**src/rtl/synth_pkg.sv**
```systemverilog
// Shared definitions for the voice scheduler: FSM encoding, wavetable bus
// widths and the 16-bit saturation helper.
package synth_pkg;

    typedef enum logic [2:0] {
        ST_IDLE,
        ST_ISSUE,
        ST_WAIT,
        ST_ACCUM,
        ST_DONE
    } sched_state_t;

    localparam int WT_PHASE_W  = 10;
    localparam int WT_SAMPLE_W = 16;
    localparam int WAVE_SEL_W  = 4;
    localparam int VOICE_IDX_W = 8;

    function automatic logic signed [WT_SAMPLE_W-1:0] sat16(input logic signed [31:0] x);
        if (x > 32'sd32767) begin
            return 16'sh7fff;
        end else if (x < -32'sd32768) begin
            return 16'sh8000;
        end else begin
            return x[15:0];
        end
    endfunction

endpackage

```
**src/rtl/voice_regfile.sv**
```systemverilog
// Per-voice synthesis state (increment, waveform, gate, phase) with one config
// write port, one phase-advance port and one read port.
module voice_regfile
    import synth_pkg::*;
#(
    parameter int NUM_VOICES = 16,
    parameter int PHASE_W    = 24,
    parameter int IDX_W      = (NUM_VOICES > 1) ? $clog2(NUM_VOICES) : 1
) (
    input  logic                   clk,
    input  logic                   reset,
    input  logic                   i_cfg_we,
    input  logic [VOICE_IDX_W-1:0] i_cfg_voice,
    input  logic [PHASE_W-1:0]     i_cfg_inc,
    input  logic [WAVE_SEL_W-1:0]  i_cfg_wave,
    input  logic                   i_cfg_gate,
    input  logic                   i_upd_en,
    input  logic [IDX_W-1:0]       i_upd_voice,
    input  logic [IDX_W-1:0]       i_rd_voice,
    output logic [WT_PHASE_W-1:0]  o_rd_phase_top,
    output logic [WAVE_SEL_W-1:0]  o_rd_wave,
    output logic                   o_rd_gate
);

    logic [PHASE_W-1:0]    r_inc   [NUM_VOICES];
    logic [WAVE_SEL_W-1:0] r_wave  [NUM_VOICES];
    logic                  r_gate  [NUM_VOICES];
    logic [PHASE_W-1:0]    r_phase [NUM_VOICES];

    logic             w_cfg_hit;
    logic [IDX_W-1:0] w_cfg_idx;
    logic             w_upd_blocked;

    assign w_cfg_hit     = i_cfg_we && (int'(i_cfg_voice) < NUM_VOICES);
    assign w_cfg_idx     = i_cfg_voice[IDX_W-1:0];
    assign w_upd_blocked = w_cfg_hit && (w_cfg_idx == i_upd_voice);

    // A config write to the voice being advanced overrides the phase step.
    always_ff @(posedge clk) begin
        if (reset) begin
            for (int i = 0; i < NUM_VOICES; i++) begin
                r_inc[i]   <= '0;
                r_wave[i]  <= '0;
                r_gate[i]  <= 1'b0;
                r_phase[i] <= '0;
            end
        end else begin
            if (i_upd_en && !w_upd_blocked) begin
                r_phase[i_upd_voice] <= r_phase[i_upd_voice] + r_inc[i_upd_voice];
            end
            if (w_cfg_hit) begin
                r_inc[w_cfg_idx]  <= i_cfg_inc;
                r_wave[w_cfg_idx] <= i_cfg_wave;
                r_gate[w_cfg_idx] <= i_cfg_gate;
                if (!i_cfg_gate) begin
                    r_phase[w_cfg_idx] <= '0;
                end
            end
        end
    end

    assign o_rd_phase_top = r_phase[i_rd_voice][PHASE_W-1 -: WT_PHASE_W];
    assign o_rd_wave      = r_wave[i_rd_voice];
    assign o_rd_gate      = r_gate[i_rd_voice];

endmodule

```
**src/rtl/voice_scheduler.sv**
```systemverilog
// Sweeps all voices through the shared wavetable once per sample tick and
// produces one saturated mix sample per sweep.
module voice_scheduler
    import synth_pkg::*;
#(
    parameter int NUM_VOICES = 16,
    parameter int PHASE_W    = 24,
    parameter int WT_LATENCY = 2,
    parameter int MIX_SHIFT  = 2
) (
    input  logic                          clk,
    input  logic                          reset,
    input  logic                          sample_tick,
    input  logic                          cfg_we,
    input  logic [VOICE_IDX_W-1:0]        cfg_voice,
    input  logic [PHASE_W-1:0]            cfg_inc,
    input  logic [WAVE_SEL_W-1:0]         cfg_wave,
    input  logic                          cfg_gate,
    output logic [WT_PHASE_W-1:0]         wt_phase,
    output logic [WAVE_SEL_W-1:0]         wt_wave_select,
    output logic [VOICE_IDX_W-1:0]        wt_voice_index,
    input  logic signed [WT_SAMPLE_W-1:0] wt_sample,
    output logic signed [WT_SAMPLE_W-1:0] mix_sample,
    output logic                          mix_valid,
    output logic                          busy,
    output logic                          overrun
);

    localparam int IDX_W = (NUM_VOICES > 1) ? $clog2(NUM_VOICES) : 1;
    localparam int ACC_W = WT_SAMPLE_W + $clog2(NUM_VOICES) + 1;

    sched_state_t r_state;
    sched_state_t w_next;

    logic [VOICE_IDX_W-1:0]        r_v;
    logic [7:0]                    r_wait;
    logic signed [ACC_W-1:0]       r_acc;
    logic signed [WT_SAMPLE_W-1:0] r_mix;
    logic                          r_overrun;
    logic [WT_PHASE_W-1:0]         r_wt_phase;
    logic [WAVE_SEL_W-1:0]         r_wt_wave;

    logic [WT_PHASE_W-1:0]   w_rd_phase;
    logic [WAVE_SEL_W-1:0]   w_rd_wave;
    logic                    w_rd_gate;
    logic                    w_last;
    logic                    w_upd_en;
    logic signed [ACC_W-1:0] w_sample_ext;
    logic signed [ACC_W-1:0] w_acc_next;
    logic signed [ACC_W-1:0] w_shifted;
    logic signed [31:0]      w_mix_wide;

    voice_regfile #(
        .NUM_VOICES (NUM_VOICES),
        .PHASE_W    (PHASE_W),
        .IDX_W      (IDX_W)
    ) u_regfile (
        .clk            (clk),
        .reset          (reset),
        .i_cfg_we       (cfg_we),
        .i_cfg_voice    (cfg_voice),
        .i_cfg_inc      (cfg_inc),
        .i_cfg_wave     (cfg_wave),
        .i_cfg_gate     (cfg_gate),
        .i_upd_en       (w_upd_en),
        .i_upd_voice    (r_v[IDX_W-1:0]),
        .i_rd_voice     (r_v[IDX_W-1:0]),
        .o_rd_phase_top (w_rd_phase),
        .o_rd_wave      (w_rd_wave),
        .o_rd_gate      (w_rd_gate)
    );

    assign w_last       = (r_v == VOICE_IDX_W'(NUM_VOICES - 1));
    assign w_upd_en     = (r_state == ST_ACCUM) && w_rd_gate;
    assign w_sample_ext = {{(ACC_W - WT_SAMPLE_W){wt_sample[WT_SAMPLE_W-1]}}, wt_sample};
    assign w_acc_next   = w_rd_gate ? (r_acc + w_sample_ext) : r_acc;
    assign w_shifted    = w_acc_next >>> MIX_SHIFT;
    assign w_mix_wide   = $signed({{(32 - ACC_W){w_shifted[ACC_W-1]}}, w_shifted});

    always_ff @(posedge clk) begin
        if (reset) begin
            r_state <= ST_IDLE;
        end else begin
            r_state <= w_next;
        end
    end

    always_comb begin
        w_next = r_state;
        case (r_state)
            ST_IDLE:  if (sample_tick) w_next = ST_ISSUE;
            ST_ISSUE: w_next = (WT_LATENCY == 0) ? ST_ACCUM : ST_WAIT;
            ST_WAIT:  if (r_wait == 8'(WT_LATENCY - 1)) w_next = ST_ACCUM;
            ST_ACCUM: w_next = w_last ? ST_DONE : ST_ISSUE;
            ST_DONE:  w_next = ST_IDLE;
            default:  w_next = ST_IDLE;
        endcase
    end

    // The final mix is registered on the last ACCUM edge so that it is
    // already stable during the DONE cycle, when mix_valid pulses.
    always_ff @(posedge clk) begin
        if (reset) begin
            r_v        <= '0;
            r_wait     <= '0;
            r_acc      <= '0;
            r_mix      <= '0;
            r_overrun  <= 1'b0;
            r_wt_phase <= '0;
            r_wt_wave  <= '0;
        end else begin
            if (sample_tick && (r_state != ST_IDLE)) begin
                r_overrun <= 1'b1;
            end
            case (r_state)
                ST_IDLE: begin
                    if (sample_tick) begin
                        r_acc <= '0;
                        r_v   <= '0;
                    end
                end
                ST_ISSUE: begin
                    r_wait     <= '0;
                    r_wt_phase <= w_rd_phase;
                    r_wt_wave  <= w_rd_wave;
                end
                ST_WAIT: begin
                    r_wait <= r_wait + 8'd1;
                end
                ST_ACCUM: begin
                    r_acc <= w_acc_next;
                    if (w_last) begin
                        r_mix <= sat16(w_mix_wide);
                    end else begin
                        r_v <= r_v + 8'd1;
                    end
                end
                default: begin
                end
            endcase
        end
    end

    // The wavetable sees live regfile values in ISSUE and a frozen copy after.
    always_comb begin
        wt_phase       = '0;
        wt_wave_select = '0;
        wt_voice_index = '0;
        case (r_state)
            ST_ISSUE: begin
                wt_phase       = w_rd_phase;
                wt_wave_select = w_rd_wave;
                wt_voice_index = r_v;
            end
            ST_WAIT, ST_ACCUM: begin
                wt_phase       = r_wt_phase;
                wt_wave_select = r_wt_wave;
                wt_voice_index = r_v;
            end
            default: begin
            end
        endcase
        busy       = (r_state != ST_IDLE);
        mix_valid  = (r_state == ST_DONE);
        mix_sample = r_mix;
        overrun    = r_overrun;
    end

endmodule

```
**config.mk**
```make
export PLATFORM = sky130hd
export DESIGN_NAME = voice_scheduler
export DESIGN_NICKNAME = d
export VERILOG_FILES = /design/src/rtl/synth_pkg.sv /design/src/rtl/voice_regfile.sv /design/src/rtl/voice_scheduler.sv
export SDC_FILE = /design/constraint.sdc
export NUM_CORES = 2
export LEC_CHECK = 0
export BUFFER_PORTS_ARGS = -buffer_cell sky130_fd_sc_hd__buf_2
export CAP_MARGIN = 20
export CORE_MARGIN = 4
export CORE_UTILIZATION = 40
export CTS_BUF_LIST = sky130_fd_sc_hd__clkbuf_4
export CTS_CLUSTER_SIZE = 10
export DETAILED_ROUTE_END_ITERATION = 16
export GPL_TIMING_DRIVEN = 0
export HOLD_SLACK_MARGIN = 0.1
export PLACE_DENSITY_LB_ADDON = 0.12
export SETUP_SLACK_MARGIN = 0.2
export SLEW_MARGIN = 5
export SYNTH_ARGS = -nofsm -noshare
export SYNTH_HDL_FRONTEND = slang
export SYNTH_SLANG_ARGS = --single-unit
```
**constraint.sdc**
```tcl
create_clock -name clk -period 7.55 [get_ports clk]
set_clock_uncertainty 0.1 [all_clocks]
set_input_delay 1.1325 -clock clk [delete_from_list [all_inputs] [get_ports clk]]
set_output_delay 1.1325 -clock clk [all_outputs]
set_load 0.02 [all_outputs]
```
==> impl_metrics.tcl <==
set metrics [dict create \
    status "complete, no violations" \
    final_cell_mix "and2_1 (474), edfxtp_1 (464), dfxtp_1 (459)" \
    grt_pass1_vias 33393 \
    grt_max_degree 30 \
    ir_drop_v 0.0001393 \
    synth.area.top_cells "edfxtp_1 (32%), dfxtp_1 (21%), mux4_2 (14%), and2_1 (6.8%), a21oi_1 (4.1%)" \
    p_per_area_mw_per_mm2 226.2 \
    syn_avg_cell_area_sq_um 11.14 \
    die_w_um 337.2 \
    design.core.area_sq_mm 0.1074 \
    hold_path_depth 3 \
    cts-root-buf "clkbuf_4" \
    worst-setup-path-type "reg2reg" \
    grt_overflow 0 \
    drtIter0Drc 3054 \
    final_common_cell "and2_1" \
    synthCells 3891 \
    p_total_w 0.01131 \
    wl_per_cell_um 26.30 \
    nNetsFinal 4417 \
    tightestPinTransition_ns 1.207 \
    min_period_ns 7.309 \
    syn-num-nets 3999 \
    stdcell_area_sq_mm 0.05001 \
    ant_nets 0 \
    crit_slowest_cell "clkdlybuf4s15_1" \
    htreeDepth 5 \
    seq_area_sq_mm 0.02312 \
    cp-start-kind "flop" \
    ios 98 \
    fmax_ghz 0.1368 \
    synth.distinct_cells 73 \
    initial_utilization 0.4039 \
    dpl_cell_area_sq_mm 0.04649 \
    yosys.area.top_type "edfxtp_1" \
    cts_buffers 281 \
    dp.cells 5423 \
    synth_flop_cell "edfxtp_1" \
    hp-start "sample_tick" \
    dpl.hpwl_um 114400 \
    rsz0062_at_grt "no" \
    tritoncts "done" \
    die_area_sq_mm 0.1137 \
    drive_above_1_share 0.2158 \
    required_ns 8.42 \
    ys_warn_count 0 \
    multi_input_area_sq_mm 0.01891 \
    viasPerCell 5.661 \
    die_y_um 337.2 \
    io_buffers 96 \
    arrival_ns 8.18 \
    fin_cells 5894 \
    clk_path_buf_depth 4 \
    num_rows 120 \
    fin_setup_tns_ns 0 \
    drt_wl_total_um 155000 \
    reg2reg_depth 17 \
    p_leak_nw 17.88 \
    grtUsageTotal 0.2710 \
    fin_crit_sh 0.9681 \
    clk_pin_slew_ns 0.06 \
    crit_path_cell_trace "buf_2 > clkbuf_2 > clkdlybuf4s15_1 > clkbuf_2 > mux4_2 > mux4_2 > ha_1 > a21o_1 > a21oi_1 > o21bai_1 > a2111oi_4 > o211ai_1 > nand3_1 > a21oi_1 > xnor2_2 > buf_2 > o31ai_1" \
    ys_ff_latch 923 \
    clock_latency_ns 1.23 \
    drc 0 \
    relSlewSlack 0.1953 \
    max_stage_delay_ns 0.74 \
    ys_seq_area_frac 0.5333 \
    dr.pass1.iters 5 \
    hold_viol 0 \
    nFillCells 10058 \
    routabilityCongestion 0.9513 \
    setup_viol 0 \
    grt_first_pass_wirelength_um 223300 \
    area_growth_pct 15.35 \
    num_vias 33366 \
    synth_async_sr_flop_share 0 \
    hold_path.class "in2reg" \
    crit_path_max_fanout 10 \
    drv_slew 0 \
    synth_edf_count 464 \
    max_cap_violations 0 \
    antenna_found_initial 11 \
    cts_sinks 923 \
    mappedNetlistArea_sq_mm 0.04336 \
    worst_hold_slack_ns 0.1714 \
    endpoint_kind "flop" \
    synth_top_area_share 0.3214 \
]
==> where the power goes <==
group	total (W)	internal, W	switching (W)	leakage (nW)
Sequential	0.00544	0.00540	0.0000454	8.10
Combinational	0.00110	0.000353	0.000743	7.76
Clock	0.00478	0.00258	0.00219	2.03
Total	0.0113	0.00833	0.00298	17.9
==> synth_stat cells, types with 3 or more instances <==
master and count:
and2_1 474, edfxtp_1 464, dfxtp_1 459, nand2_1 386, a21oi_1 351, nand3_1 320, nor2_1 267, mux4_2 265
clkbuf_1 255, a31oi_1 91, buf_2 77, nor3_1 64, ha_1 49, o21ai_0 48, a21o_1 26, xnor2_1 26
inv_1 23, and3_1 21, buf_1 21, o31ai_1 18, xor2_1 17, nand4b_1 15, nor2b_1 13, o21a_1 13
o21bai_1 12, mux2_2 9, or2_2 8, mux2i_1 7, nor4_1 7, nand2b_1 6, a211oi_1 5, a22oi_1 5
nor3_2 5, o21ai_1 5, nand3b_1 4, or3_1 4, a311oi_1 3, nor3b_1 3, o211ai_1 3
==> through the flow <==
| stage | util | worst slack, ns |
|---|---|---|
| floorplan | - | 2.173 |
| global placement | 0.4247 | -0.9644 |
| detailed placement | 0.4330 | -0.6569 |
| CTS | 0.4646 | 0.2030 |
| global route | 0.4658 | 0.1821 |
| finish | 0.4659 | 0.2411 |
==> registers in the layout (all words and copies together), names as in the netlist, named ones only <==
register	count
r_wt_phase	10
u_regfile.r_wave	64
r_acc	21
u_regfile.r_phase	384
overrun	1
u_regfile.r_gate	16
r_wait	8
r_v	8
r_wt_wave	4
mix_sample	16
u_regfile.r_inc	384
r_state	3
==> critical path: cells and delay by family, from the launching register on <==
kind,cells,cell delay (ns)
adders and majority gates,1,0.40
muxes,2,0.97
AOI/OAI and AO/OA,7,2.00
DFF,1,0.35
and+or+nand+nor,1,0.24
xor gates and xnor gates,1,0.46
buffers and inverters,5,2.59
==> final cells by class <==
type,instances,share of cell area
Sequential cell,923,0.4623
Multi-Input combinational cell,2590,0.3781
Clock buffer,407,0.06110
Tap cell,1403,0.03510
Buffer,354,0.02950
Timing Repair Buffer,135,0.02577
Clock inverter,49,0.005804
Inverter,24,0.001801
Antenna cell,9,0.0004503
==> metal layers <==
metal / track usage / vias up / part of all wire
met5: 0 / - / 0
met4: 0.1128 / 0 / 0.039
met3: 0.06776 / 329 / 0.082
met2: 0.4404 / 1458 / 0.47
met1: 0.3466 / 16484 / 0.41
li1: - / 15095 / -
==> logic make-up after synthesis <==
| family | share of synthesized area |
|---|---|
| flops | 0.5333 |
| compound gates | 0.08040 |
| simple gates | 0.1851 |
| fa+ha+maj | 0.01506 |
| buf+inv | 0.03512 |
| xor+xnor | 0.009062 |
| mux | 0.1420 |
==> worst paths after layout <==
check / slack [ns] / end
min reg2reg: 0.36 / r_wt_wave[1]
max: 0.24 / u_regfile.r_phase[6][23]
max reg2reg: 0.24 / u_regfile.r_phase[6][23]
min: 0.17 / overrun
==> what timing repair did <==
item	4_1_cts	5_1_grt
gates resized for setup	14	29
buffers inserted	0	0
pin swaps	0	0
hold buffers	0	0
endpoints found under the setup margin	177	142
Power figures use the tool's default switching activity.
